==> src/rtl/arthas_buf_pkg.sv <==
// Shared types and config-field layout for the single-replay buffer and its
// consumers.
package arthas_buf_pkg;

  typedef enum logic [2:0] {
    IDLE  = 3'd0,
    FETCH = 3'd1,
    CAPT  = 3'd2,
    WGT   = 3'd3,
    OUT   = 3'd4
  } state_t;

  localparam int MAX_NDATA   = 1024;
  localparam int MAX_NPERIOD = 524288;

  // config_bits = {nPeriod, nData}; nData occupies the LSBs
  localparam int NDATA_W     = $clog2(MAX_NDATA);
  localparam int NPERIOD_W   = $clog2(MAX_NPERIOD);
  localparam int NDATA_LSB   = 0;
  localparam int NPERIOD_LSB = NDATA_W;
  localparam int CFG_W       = NDATA_W + NPERIOD_W;

endpackage

==> src/rtl/singbuf_dot_consumer_if.sv <==
// Buffer read, weight stream and result ports of the dot-product consumer.
interface singbuf_dot_consumer_if #(
  parameter int DATA_WIDTH = 32,
  parameter int ACC_WIDTH  = 74
);
  logic                  buf_rrdy;
  logic                  buf_re;
  logic [DATA_WIDTH-1:0] buf_data;
  logic [DATA_WIDTH-1:0] w_data;
  logic                  w_valid;
  logic                  w_ready;
  logic [ACC_WIDTH-1:0]  res_data;
  logic                  res_valid;
  logic                  res_ready;

  modport master (
    input  buf_rrdy, buf_data, w_data, w_valid, res_ready,
    output buf_re, w_ready, res_data, res_valid
  );

  modport slave (
    output buf_rrdy, buf_data, w_data, w_valid, res_ready,
    input  buf_re, w_ready, res_data, res_valid
  );
endinterface

==> src/rtl/singbuf_dot_consumer_mac.sv <==
// Signed multiply-accumulate; the product is sign-extended (or truncated) to
// the accumulator width and the sum wraps.
module dot_mac_acc #(
  parameter int DATA_WIDTH = 32,
  parameter int ACC_WIDTH  = 74
) (
  input  logic                         clk,
  input  logic                         rst,
  input  logic                         clr,
  input  logic                         en,
  input  logic signed [DATA_WIDTH-1:0] a,
  input  logic signed [DATA_WIDTH-1:0] b,
  output logic        [ACC_WIDTH-1:0]  acc
);

  localparam int PROD_W = 2 * DATA_WIDTH;

  logic signed [PROD_W-1:0] prod_s;
  logic [ACC_WIDTH-1:0]     prod_ext_s;

  assign prod_s = a * b;

  if (ACC_WIDTH > PROD_W) begin : g_sext
    assign prod_ext_s = {{(ACC_WIDTH - PROD_W){prod_s[PROD_W-1]}}, prod_s};
  end else begin : g_trunc
    assign prod_ext_s = prod_s[ACC_WIDTH-1:0];
  end

  // accumulator register: clear beats enable
  always_ff @(posedge clk) begin
    if (!rst) begin
      acc <= {ACC_WIDTH{1'b0}};
    end else if (clr) begin
      acc <= {ACC_WIDTH{1'b0}};
    end else if (en) begin
      acc <= acc + prod_ext_s;
    end else begin
      acc <= acc;
    end
  end

endmodule

==> src/rtl/singbuf_dot_consumer.sv <==
// Replays a buffered vector nPeriod times, dotting it against a weight stream
// and emitting one result per period.
module singbuf_dot_consumer
  import arthas_buf_pkg::*;
#(
  parameter int DATA_WIDTH  = 32,
  parameter int MAX_nDATA   = MAX_NDATA,
  parameter int MAX_nPERIOD = MAX_NPERIOD,
  parameter int ACC_WIDTH   = 2 * DATA_WIDTH + $clog2(MAX_nDATA)
) (
  input  logic                                           clk,
  input  logic                                           rst,
  input  logic [$clog2(MAX_nDATA)+$clog2(MAX_nPERIOD)-1:0] config_bits,
  input  logic                                           start,
  singbuf_dot_consumer_if.master                         bus,
  output logic                                           busy,
  output logic                                           done
);

  localparam int ND_W = $clog2(MAX_nDATA);
  localparam int NP_W = $clog2(MAX_nPERIOD);

  state_t                  state_r;
  logic [ND_W-1:0]         nd_r;
  logic [NP_W-1:0]         np_r;
  logic [ND_W-1:0]         data_count_r;
  logic [NP_W-1:0]         period_count_r;
  logic [DATA_WIDTH-1:0]   a_r;
  logic                    w_ready_r;
  logic                    res_valid_r;
  logic [ACC_WIDTH-1:0]    acc_s;

  logic [ND_W-1:0]         nd_cand_s;
  logic [NP_W-1:0]         np_cand_s;
  logic                    start_ok_s;
  logic                    mac_clr_s;
  logic                    mac_en_s;

  assign nd_cand_s = config_bits[ND_W-1:0];
  assign np_cand_s = config_bits[ND_W +: NP_W];

  // start qualification and accumulator control
  always_comb begin
    start_ok_s = 1'b0;
    mac_clr_s  = 1'b0;
    mac_en_s   = 1'b0;
    if (state_r == IDLE) begin
      start_ok_s = start && (nd_cand_s != {ND_W{1'b0}}) && (np_cand_s != {NP_W{1'b0}});
      mac_clr_s  = start_ok_s;
    end else if (state_r == WGT) begin
      mac_en_s   = bus.w_valid;
    end else if (state_r == OUT) begin
      mac_clr_s  = bus.res_ready;
    end else begin
      mac_en_s   = 1'b0;
    end
  end

  // the read strobe follows rrdy so a stalled buffer never sees a spurious re
  assign bus.buf_re    = (state_r == FETCH) && bus.buf_rrdy;
  assign bus.w_ready   = w_ready_r;
  assign bus.res_valid = res_valid_r;
  // acc only moves in WGT or on acceptance, so it is stable throughout OUT
  assign bus.res_data  = acc_s;

  // sequencing FSM with registered handshake/status outputs
  always_ff @(posedge clk) begin
    if (!rst) begin
      state_r        <= IDLE;
      nd_r           <= {ND_W{1'b0}};
      np_r           <= {NP_W{1'b0}};
      data_count_r   <= {ND_W{1'b0}};
      period_count_r <= {NP_W{1'b0}};
      a_r            <= {DATA_WIDTH{1'b0}};
      w_ready_r      <= 1'b0;
      res_valid_r    <= 1'b0;
      busy           <= 1'b0;
      done           <= 1'b0;
    end else begin
      done <= 1'b0;
      case (state_r)
        IDLE: begin
          if (start_ok_s) begin
            nd_r           <= nd_cand_s;
            np_r           <= np_cand_s;
            data_count_r   <= {ND_W{1'b0}};
            period_count_r <= {NP_W{1'b0}};
            busy           <= 1'b1;
            state_r        <= FETCH;
          end
        end
        FETCH: begin
          if (bus.buf_rrdy) begin
            state_r <= CAPT;
          end
        end
        CAPT: begin
          a_r       <= bus.buf_data;
          w_ready_r <= 1'b1;
          state_r   <= WGT;
        end
        WGT: begin
          if (bus.w_valid) begin
            w_ready_r <= 1'b0;
            if (data_count_r == nd_r - {{(ND_W-1){1'b0}}, 1'b1}) begin
              data_count_r <= {ND_W{1'b0}};
              res_valid_r  <= 1'b1;
              state_r      <= OUT;
            end else begin
              data_count_r <= data_count_r + {{(ND_W-1){1'b0}}, 1'b1};
              state_r      <= FETCH;
            end
          end
        end
        OUT: begin
          if (bus.res_ready) begin
            res_valid_r <= 1'b0;
            if (period_count_r == np_r - {{(NP_W-1){1'b0}}, 1'b1}) begin
              period_count_r <= {NP_W{1'b0}};
              busy           <= 1'b0;
              done           <= 1'b1;
              state_r        <= IDLE;
            end else begin
              period_count_r <= period_count_r + {{(NP_W-1){1'b0}}, 1'b1};
              state_r        <= FETCH;
            end
          end
        end
        default: begin
          w_ready_r   <= 1'b0;
          res_valid_r <= 1'b0;
          busy        <= 1'b0;
          state_r     <= IDLE;
        end
      endcase
    end
  end

  dot_mac_acc #(
    .DATA_WIDTH(DATA_WIDTH),
    .ACC_WIDTH (ACC_WIDTH)
  ) u_mac (
    .clk(clk),
    .rst(rst),
    .clr(mac_clr_s),
    .en (mac_en_s),
    .a  ($signed(a_r)),
    .b  ($signed(bus.w_data)),
    .acc(acc_s)
  );

endmodule
==> src/flat_wrapper.sv <==
// flat-port wrapper written by rule: the top's interface ports become plain ports
module singbuf_dot_consumer_flat import arthas_buf_pkg::*;
#(
  parameter int DATA_WIDTH  = 32,
  parameter int MAX_nDATA   = MAX_NDATA,
  parameter int MAX_nPERIOD = MAX_NPERIOD,
  parameter int ACC_WIDTH   = 2 * DATA_WIDTH + $clog2(MAX_nDATA)
)
  (clk, rst, config_bits, start, busy, done, bus_buf_rrdy, bus_buf_data, bus_w_data, bus_w_valid, bus_res_ready, bus_buf_re, bus_w_ready, bus_res_data, bus_res_valid);
  singbuf_dot_consumer_if #(.DATA_WIDTH(DATA_WIDTH), .ACC_WIDTH(ACC_WIDTH)) bus_i ();
  input  logic clk;
  input  logic rst;
  input  logic [$clog2(MAX_nDATA)+$clog2(MAX_nPERIOD)-1:0] config_bits;
  input  logic start;
  output logic busy;
  output logic done;
  input wire logic [$bits(bus_i.buf_rrdy)-1:0] bus_buf_rrdy;
  input wire logic [$bits(bus_i.buf_data)-1:0] bus_buf_data;
  input wire logic [$bits(bus_i.w_data)-1:0] bus_w_data;
  input wire logic [$bits(bus_i.w_valid)-1:0] bus_w_valid;
  input wire logic [$bits(bus_i.res_ready)-1:0] bus_res_ready;
  output wire logic [$bits(bus_i.buf_re)-1:0] bus_buf_re;
  output wire logic [$bits(bus_i.w_ready)-1:0] bus_w_ready;
  output wire logic [$bits(bus_i.res_data)-1:0] bus_res_data;
  output wire logic [$bits(bus_i.res_valid)-1:0] bus_res_valid;
  assign bus_i.buf_rrdy = bus_buf_rrdy;
  assign bus_i.buf_data = bus_buf_data;
  assign bus_i.w_data = bus_w_data;
  assign bus_i.w_valid = bus_w_valid;
  assign bus_i.res_ready = bus_res_ready;
  assign bus_buf_re = bus_i.buf_re;
  assign bus_w_ready = bus_i.w_ready;
  assign bus_res_data = bus_i.res_data;
  assign bus_res_valid = bus_i.res_valid;
  singbuf_dot_consumer #(.DATA_WIDTH(DATA_WIDTH), .MAX_nDATA(MAX_nDATA), .MAX_nPERIOD(MAX_nPERIOD), .ACC_WIDTH(ACC_WIDTH)) u_core (.clk(clk), .rst(rst), .config_bits(config_bits), .start(start), .bus(bus_i), .busy(busy), .done(done));
endmodule
==> config.mk <==
export PLATFORM = sky130hd
export DESIGN_NAME = singbuf_dot_consumer_flat
export DESIGN_NICKNAME = d
export VERILOG_FILES = /design/src/rtl/arthas_buf_pkg.sv /design/src/rtl/singbuf_dot_consumer_if.sv /design/src/rtl/singbuf_dot_consumer_mac.sv /design/src/rtl/singbuf_dot_consumer.sv /design/src/flat_wrapper.sv
export SDC_FILE = /design/constraint.sdc
export NUM_CORES = 2
export LEC_CHECK = 0
export ABC_AREA = 1
export ABC_CLOCK_PERIOD_IN_PS = 28600
export BUFFER_PORTS_ARGS = -buffer_cell sky130_fd_sc_hd__buf_2
export CELL_PAD_IN_SITES_DETAIL_PLACEMENT = 1
export CELL_PAD_IN_SITES_GLOBAL_PLACEMENT = 2
export CORE_ASPECT_RATIO = 0.7
export CORE_MARGIN = 2
export CORE_UTILIZATION = 42
export CTS_CLUSTER_SIZE = 10
export DETAILED_ROUTE_END_ITERATION = 12
export GPL_ROUTABILITY_DRIVEN = 1
export HOLD_SLACK_MARGIN = 0.15
export PLACE_DENSITY = 0.95
export SETUP_SLACK_MARGIN = 0.1
export SLEW_MARGIN = 5
export SYNTH_ARGS = -nofsm -noshare
export SYNTH_HDL_FRONTEND = slang
export SYNTH_SLANG_ARGS = --single-unit
==> constraint.sdc <==
create_clock -name clk -period 28.6 [get_ports clk]
set_clock_uncertainty 0.2 [all_clocks]
set_input_delay 0 -clock clk [delete_from_list [all_inputs] [get_ports clk]]
set_output_delay 0 -clock clk [all_outputs]
set_load 0.02 [all_outputs]
# After elaboration in Yosys (flattened, before gate mapping)

Cells that the tools add are included.

Flip-flop bits (word level): 171
Output and inout bits: 79
Input bits: 99

Add/sub/neg operators: 5
Multipliers: 1
Bitwise logic cells: 4
Equal/unequal tests: 12
Mux-type cells: 32
Reduce and logical (&&, ||, !) cells: 20

Operators by type and width:

| operator                                            | count |
|---|---|
| adder 74 bit                                        | 1 |
| multiplier 32 x 32 -> 64 bit                        | 1 |
| 2-to-1 mux 19 bit                                   | 3 |
| one-hot mux 19 bit (2 select lines)                 | 1 |
| 2-to-1 mux 10 bit                                   | 3 |
| one-hot mux 10 bit (2 select lines)                 | 1 |
| adder 19 x 1 -> 19 bit (second input constant)      | 1 |
| == test 19 bit                                      | 1 |
| nonzero test 19 bit                                 | 1 |
| subtractor 19 x 1 -> 19 bit (second input constant) | 1 |
| 2-to-1 mux 1 bit                                    | 15 |
| 2-to-1 mux 3 bit                                    | 5 |
| one-hot mux 3 bit (5 select lines)                  | 1 |
| AND reduction 4 bit                                 | 3 |
| adder 10 x 1 -> 10 bit (second input constant)      | 1 |
| == test 10 bit                                      | 1 |
| != test 2 bit (second input constant)               | 5 |
| nonzero test 10 bit                                 | 1 |
| subtractor 10 x 1 -> 10 bit (second input constant) | 1 |
| one-hot mux 1 bit (3 select lines)                  | 3 |
| AND reduction 3 bit                                 | 3 |
| OR reduction 3 bit                                  | 3 |
| == test 3 x 2 -> 1 bit (second input constant)      | 2 |
| inverter 1 bit                                      | 4 |
| other kinds (8)                                     | 12 |

# Logic depth before layout (Yosys ltp)

Depth in word-level cells: 6
Mapped depth: 48
Gate-level depth less buffers: 46

# Modules after synthesis

A second synthesis with hierarchy kept.

Cell total of the unflattened synthesis: 6,892
Area total of the unflattened synthesis: 51,101.5 um^2

Modules (own cells, without submodules):

| module               | instances | area an instance (um^2) | seq. area each (um^2) | cells each |
|---|---|---|---|---|
| dot_mac_acc          | 1         | 46,104.2                | 1,481.4               | 6,155 |
| singbuf_dot_consumer | 1         | 4,997.3                 | 1,941.9               | 737 |

# Worst setup path after synthesis

No wires, ideal clock.

Path type: reg-to-reg
Start: register u_core.a_r[31]
End: register u_core.u_mac.acc[72]
Arrival time: 8.685 ns
Period minus slack after synthesis: 8.994 ns
Cell stages (with the launch flop): 42
Data required time: 28.291 ns
Slack: 19.606 ns
Path buffers: 2
Path through: dfxtp_1 clkbuf_1 clkbuf_1 nand2_1 inv_1 fa_1 fa_1 fa_1 inv_1 fa_1 inv_1 fa_1 fa_1 inv_1 fa_1 inv_1 fa_1 ha_1 [6 not listed] a21o_1 nand2_1 nand3_1 nand2_1 ha_1 nand2_1 nor2_1 inv_1 nor3_1 inv_1 nor2_1 nand2_1 inv_1 nand4_1 nand4_1 nand3_1 nand2_1 inv_1

Cells in the longest elaborated chain, start to end: 2

RTL lines:

| what                         | line                           | text |
|---|---|---|
| start, declared              | singbuf_dot_consumer.sv:28     | `logic [DATA_WIDTH-1:0] a_r;` |
| start signal, assigned       | singbuf_dot_consumer.sv:74     | `a_r <= {DATA_WIDTH{1'b0}};` |
| start signal, assigned       | singbuf_dot_consumer.sv:98     | `a_r <= bus.buf_data;` |
| multiplier 32 x 32 -> 64 bit | singbuf_dot_consumer_mac.sv:21 | `assign prod_s = a * b;` |
| adder 74 bit                 | singbuf_dot_consumer_mac.sv:36 | `acc <= acc + prod_ext_s;` |
| end signal, assigned         | singbuf_dot_consumer_mac.sv:32 | `acc <= {ACC_WIDTH{1'b0}};` |
| end signal, assigned         | singbuf_dot_consumer_mac.sv:34 | `acc <= {ACC_WIDTH{1'b0}};` |
| end signal, assigned         | singbuf_dot_consumer_mac.sv:36 |  |
| end, declared                | singbuf_dot_consumer_mac.sv:13 | `output logic [ACC_WIDTH-1:0] acc` |

No other way between the ends.
A chain may end at the register's enable or synchronous reset.

# Worst setup path in the final report

Start: register u_core.a_r[31]
End: register u_core.u_mac.acc[67]

The elaborated chain is that of the path after synthesis.

==> impl_metrics.ini <==
[layout]
finalNetCount = 8490
final_cell_mix = sky130_fd_sc_hd__inv_1 (1827), sky130_fd_sc_hd__nand2_1 (1673), sky130_fd_sc_hd__fa_1 (1083)
leading_cell_type_in_the_layout_fill_and_taps_excluded = sky130_fd_sc_hd__inv_1
multi_input_area_um2 = 39600
register_area_um2 = 3420
post_route_cells_drive_above_1_share_pct = 4.45
nFillCells = 15200
area_delta_synth_final_pct = 9.54

[yosys]
synth_area_leader_cell = sky130_fd_sc_hd__fa_1
synth_ff_type = sky130_fd_sc_hd__dfxtp_1
synth-seq-area-share_pct = 6.71
synthesis.instances = 6870
synth_enable_flop_cells = 0
synth_cell_type_count = 55
proportion_of_synthesized_flip_flops_having_asynchronous_set_or_reset_pct = 0
syn_nets = 8313
synth_top_cell_area_share_pct = 42.5
synth.yosys.warnings = 0
syn_area_cell_um2 = 7.42
synthesis.area_um2 = 51000
post_synth_main_area_contributors = sky130_fd_sc_hd__fa_1 (43%), sky130_fd_sc_hd__inv_1 (13%), sky130_fd_sc_hd__nand2_1 (12%)
ys_seq_elements = 171

[worst_setup_path]
wp_data_required_ps = 28840
setup.worst_path.end_class = flop
timing.critical_path.slowest_cell_delay_ps = 1050
critical_path_class = flop to flop
timing.critical_path.arrival_ps = 11490
critical-path-top-cell-by-count = sky130_fd_sc_hd__fa_1
worstSetupStartpointType = flop
r2r.worst_path.cells = 31
critical_path.max_fanout = 24
critical-path-slowest-cell = sky130_fd_sc_hd__fa_1

[clocking]
clockBufferDepth = 2
postCtsSetupRepairBufs = 0
cts_root_buf = sky130_fd_sc_hd__clkbuf_16
clk-insertion-delay-late_ps = 550
cts_made_buffers = 17
cts_max_level = 4
clk_pin_slew_worst_paths_ps = 90
cts.sink_count = 171
tritoncts = yes

[floorplan]
initial_core_util_pct = 42.5
io_pins = 178
die-width_um = 420
floorplan.die.height_um = 296
core_area_um2 = 120000
die_area_um2 = 124000
placement_rows = 106

[route]
drt_wl_total_um = 191000
drtPass1Iterations = 5
detail_route.iter0.violations = 3460
viasPerCell = 5.27
detail_route.wl_per_cell_um = 21.9
drc = 0
ant_nets = 0
route.vias.total = 45800

[outcome]
run_status = finished clean

[sta]
fin_crit_sh_pct = 39.3
tightestPinTransition_ps = 1070
timing.final.crit_period_ps = 11250
finalMaxSlewViolations = 0
hold_violations = 0
relSlewSlack_pct = 28.9
max_freq_mhz = 88.9
setup_viol_count_final = 0
rsz0062_at_grt = false
final.setup.tns_ps = 0

[global_route]
grt_antenna_before_repair = 10
grt_overflow = 0
grtUsageTotal_pct = 31.6
grt_pass1_vias = 50700
grt_start_max_net_pins = 72
grt_first_pass_wirelength_um = 298000

[flow_run]
timing.max_cap.violations = 0

[placement]
finalWeightedCongestion = 0.985
placement.io_buffers = 177
dp_hpwl_um = 154000

[worst_hold_path]
min-delay-path-class = primary input to flop
hold-path-cell-count = 4
## what timing repair did
item                      CTS  global route
gates resized for setup     0             0
hold endpoints to repair  102             0
hold buffers              201             0
## registers in the layout (all words and copies together), names as in the netlist
register,flops
u_core.u_mac.acc,74
u_core.a_r,32
u_core.np_r,19
u_core.period_count_r,19
u_core.data_count_r,10
u_core.nd_r,10
u_core.state_r,3
u_core.bus.res_valid,1
u_core.bus.w_ready,1
u_core.busy,1
u_core.done,1
## metal layers
layer / vias up / global-route usage (%) / part of all wire [%]
met2: 1429 / 51.3 / 47
met1: 23800 / 43.9 / 44
met3: 284 / 4.24 / 6.3
met5: - / 0 / 0.0084
li1: 20300 / - / -
met4: 4 / 9.62 / 2.9
## metrics by stage
step	worst slack [ps]	hold slack [ps]	cell area, µm²	instances	utilization [%]
5_1_grt	16920	170	55800	8686	46.6
4_1_cts	17650	156	55800	8680	46.6
3_3_place_gp	17600	49.6	53200	8447	44.4
6_report	17350	167	55800	8689	46.6
2_1_floorplan	19610	-80.6	51000	6870	-
3_5_place_dp	17620	59.4	53200	8447	44.4
## cell families (layout without fill, tap and decap cells)
family                   count (synthesis)  in the layout  share of synthesized area (%)
flip-flops                             171            171                           6.71
AO/OA/AOI/OAI                          654            654                           7.20
buffers and inverters                 2102           2292                           15.5
other                                    0              9                              0
XOR/XNOR                               129            129                           2.24
AND/OR/NAND/NOR                       2470           2470                           19.4
adder cells (fa/ha/maj)               1344           1344                           48.9
## final timing paths
| path | endpoint | start | slack (ps) |
|---|---|---|---|
| worst max-delay path | u_core.u_mac.acc[67] | u_core.a_r[31] | 17350 |
| worst min-delay path | u_core.a_r[0] | bus_buf_data[0] | 170 |
| worst max register to register | u_core.u_mac.acc[67] | u_core.a_r[31] | 17350 |
| worst min register to register | u_core.busy | u_core.busy | 290 |
## synth_stat cells (3+ instances only)
master and instances:
sky130_fd_sc_hd__nand3_1 173, sky130_fd_sc_hd__xnor2_1 45, sky130_fd_sc_hd__nand3_2 4, sky130_fd_sc_hd__a21oi_1 268
sky130_fd_sc_hd__buf_1 6, sky130_fd_sc_hd__o21ai_0 229, sky130_fd_sc_hd__o21ai_1 5, sky130_fd_sc_hd__nand2_2 5
sky130_fd_sc_hd__nor2_2 13, sky130_fd_sc_hd__inv_2 5, sky130_fd_sc_hd__nor2_4 4, sky130_fd_sc_hd__ha_1 261
sky130_fd_sc_hd__o21bai_1 31, sky130_fd_sc_hd__nor3_1 41, sky130_fd_sc_hd__o21a_1 39, sky130_fd_sc_hd__clkbuf_1 250
sky130_fd_sc_hd__nand3b_1 11, sky130_fd_sc_hd__nor4_1 13, sky130_fd_sc_hd__nand2_4 3, sky130_fd_sc_hd__nand4_1 37
sky130_fd_sc_hd__nor2_1 476, sky130_fd_sc_hd__nand2_1 1674, sky130_fd_sc_hd__dfxtp_1 171, sky130_fd_sc_hd__or2_2 11
sky130_fd_sc_hd__a31oi_1 9, sky130_fd_sc_hd__inv_1 1827, sky130_fd_sc_hd__fa_1 1083, sky130_fd_sc_hd__buf_2 11
sky130_fd_sc_hd__a21o_1 18, sky130_fd_sc_hd__o211ai_1 19, sky130_fd_sc_hd__a21boi_0 9, sky130_fd_sc_hd__xor2_1 83
sky130_fd_sc_hd__a211oi_1 7
## critical path: cells and delay by family (launching register included)
family / cells / cell delay, ps
flops: 1 / 540
simple gates: 10 / 2570
compound gates: 6 / 1290
fa+ha+maj: 10 / 5760
buf+inv: 5 / 750
## area by class of cell
| class | instances | area share, % |
|---|---|---|
| multi-input combinational | 4597 | 71.0 |
| inverter | 1832 | 12.3 |
| sequential | 171 | 6.13 |
| timing repair buffer | 428 | 5.86 |
| tap | 1620 | 3.63 |
| clock buffer | 19 | 0.793 |
| clock inverter | 13 | 0.262 |
| antenna | 9 | 0.0403 |
Power is not shown: default switching activity piles up to over one toggle a cycle in this logic, so the estimate is an artifact.
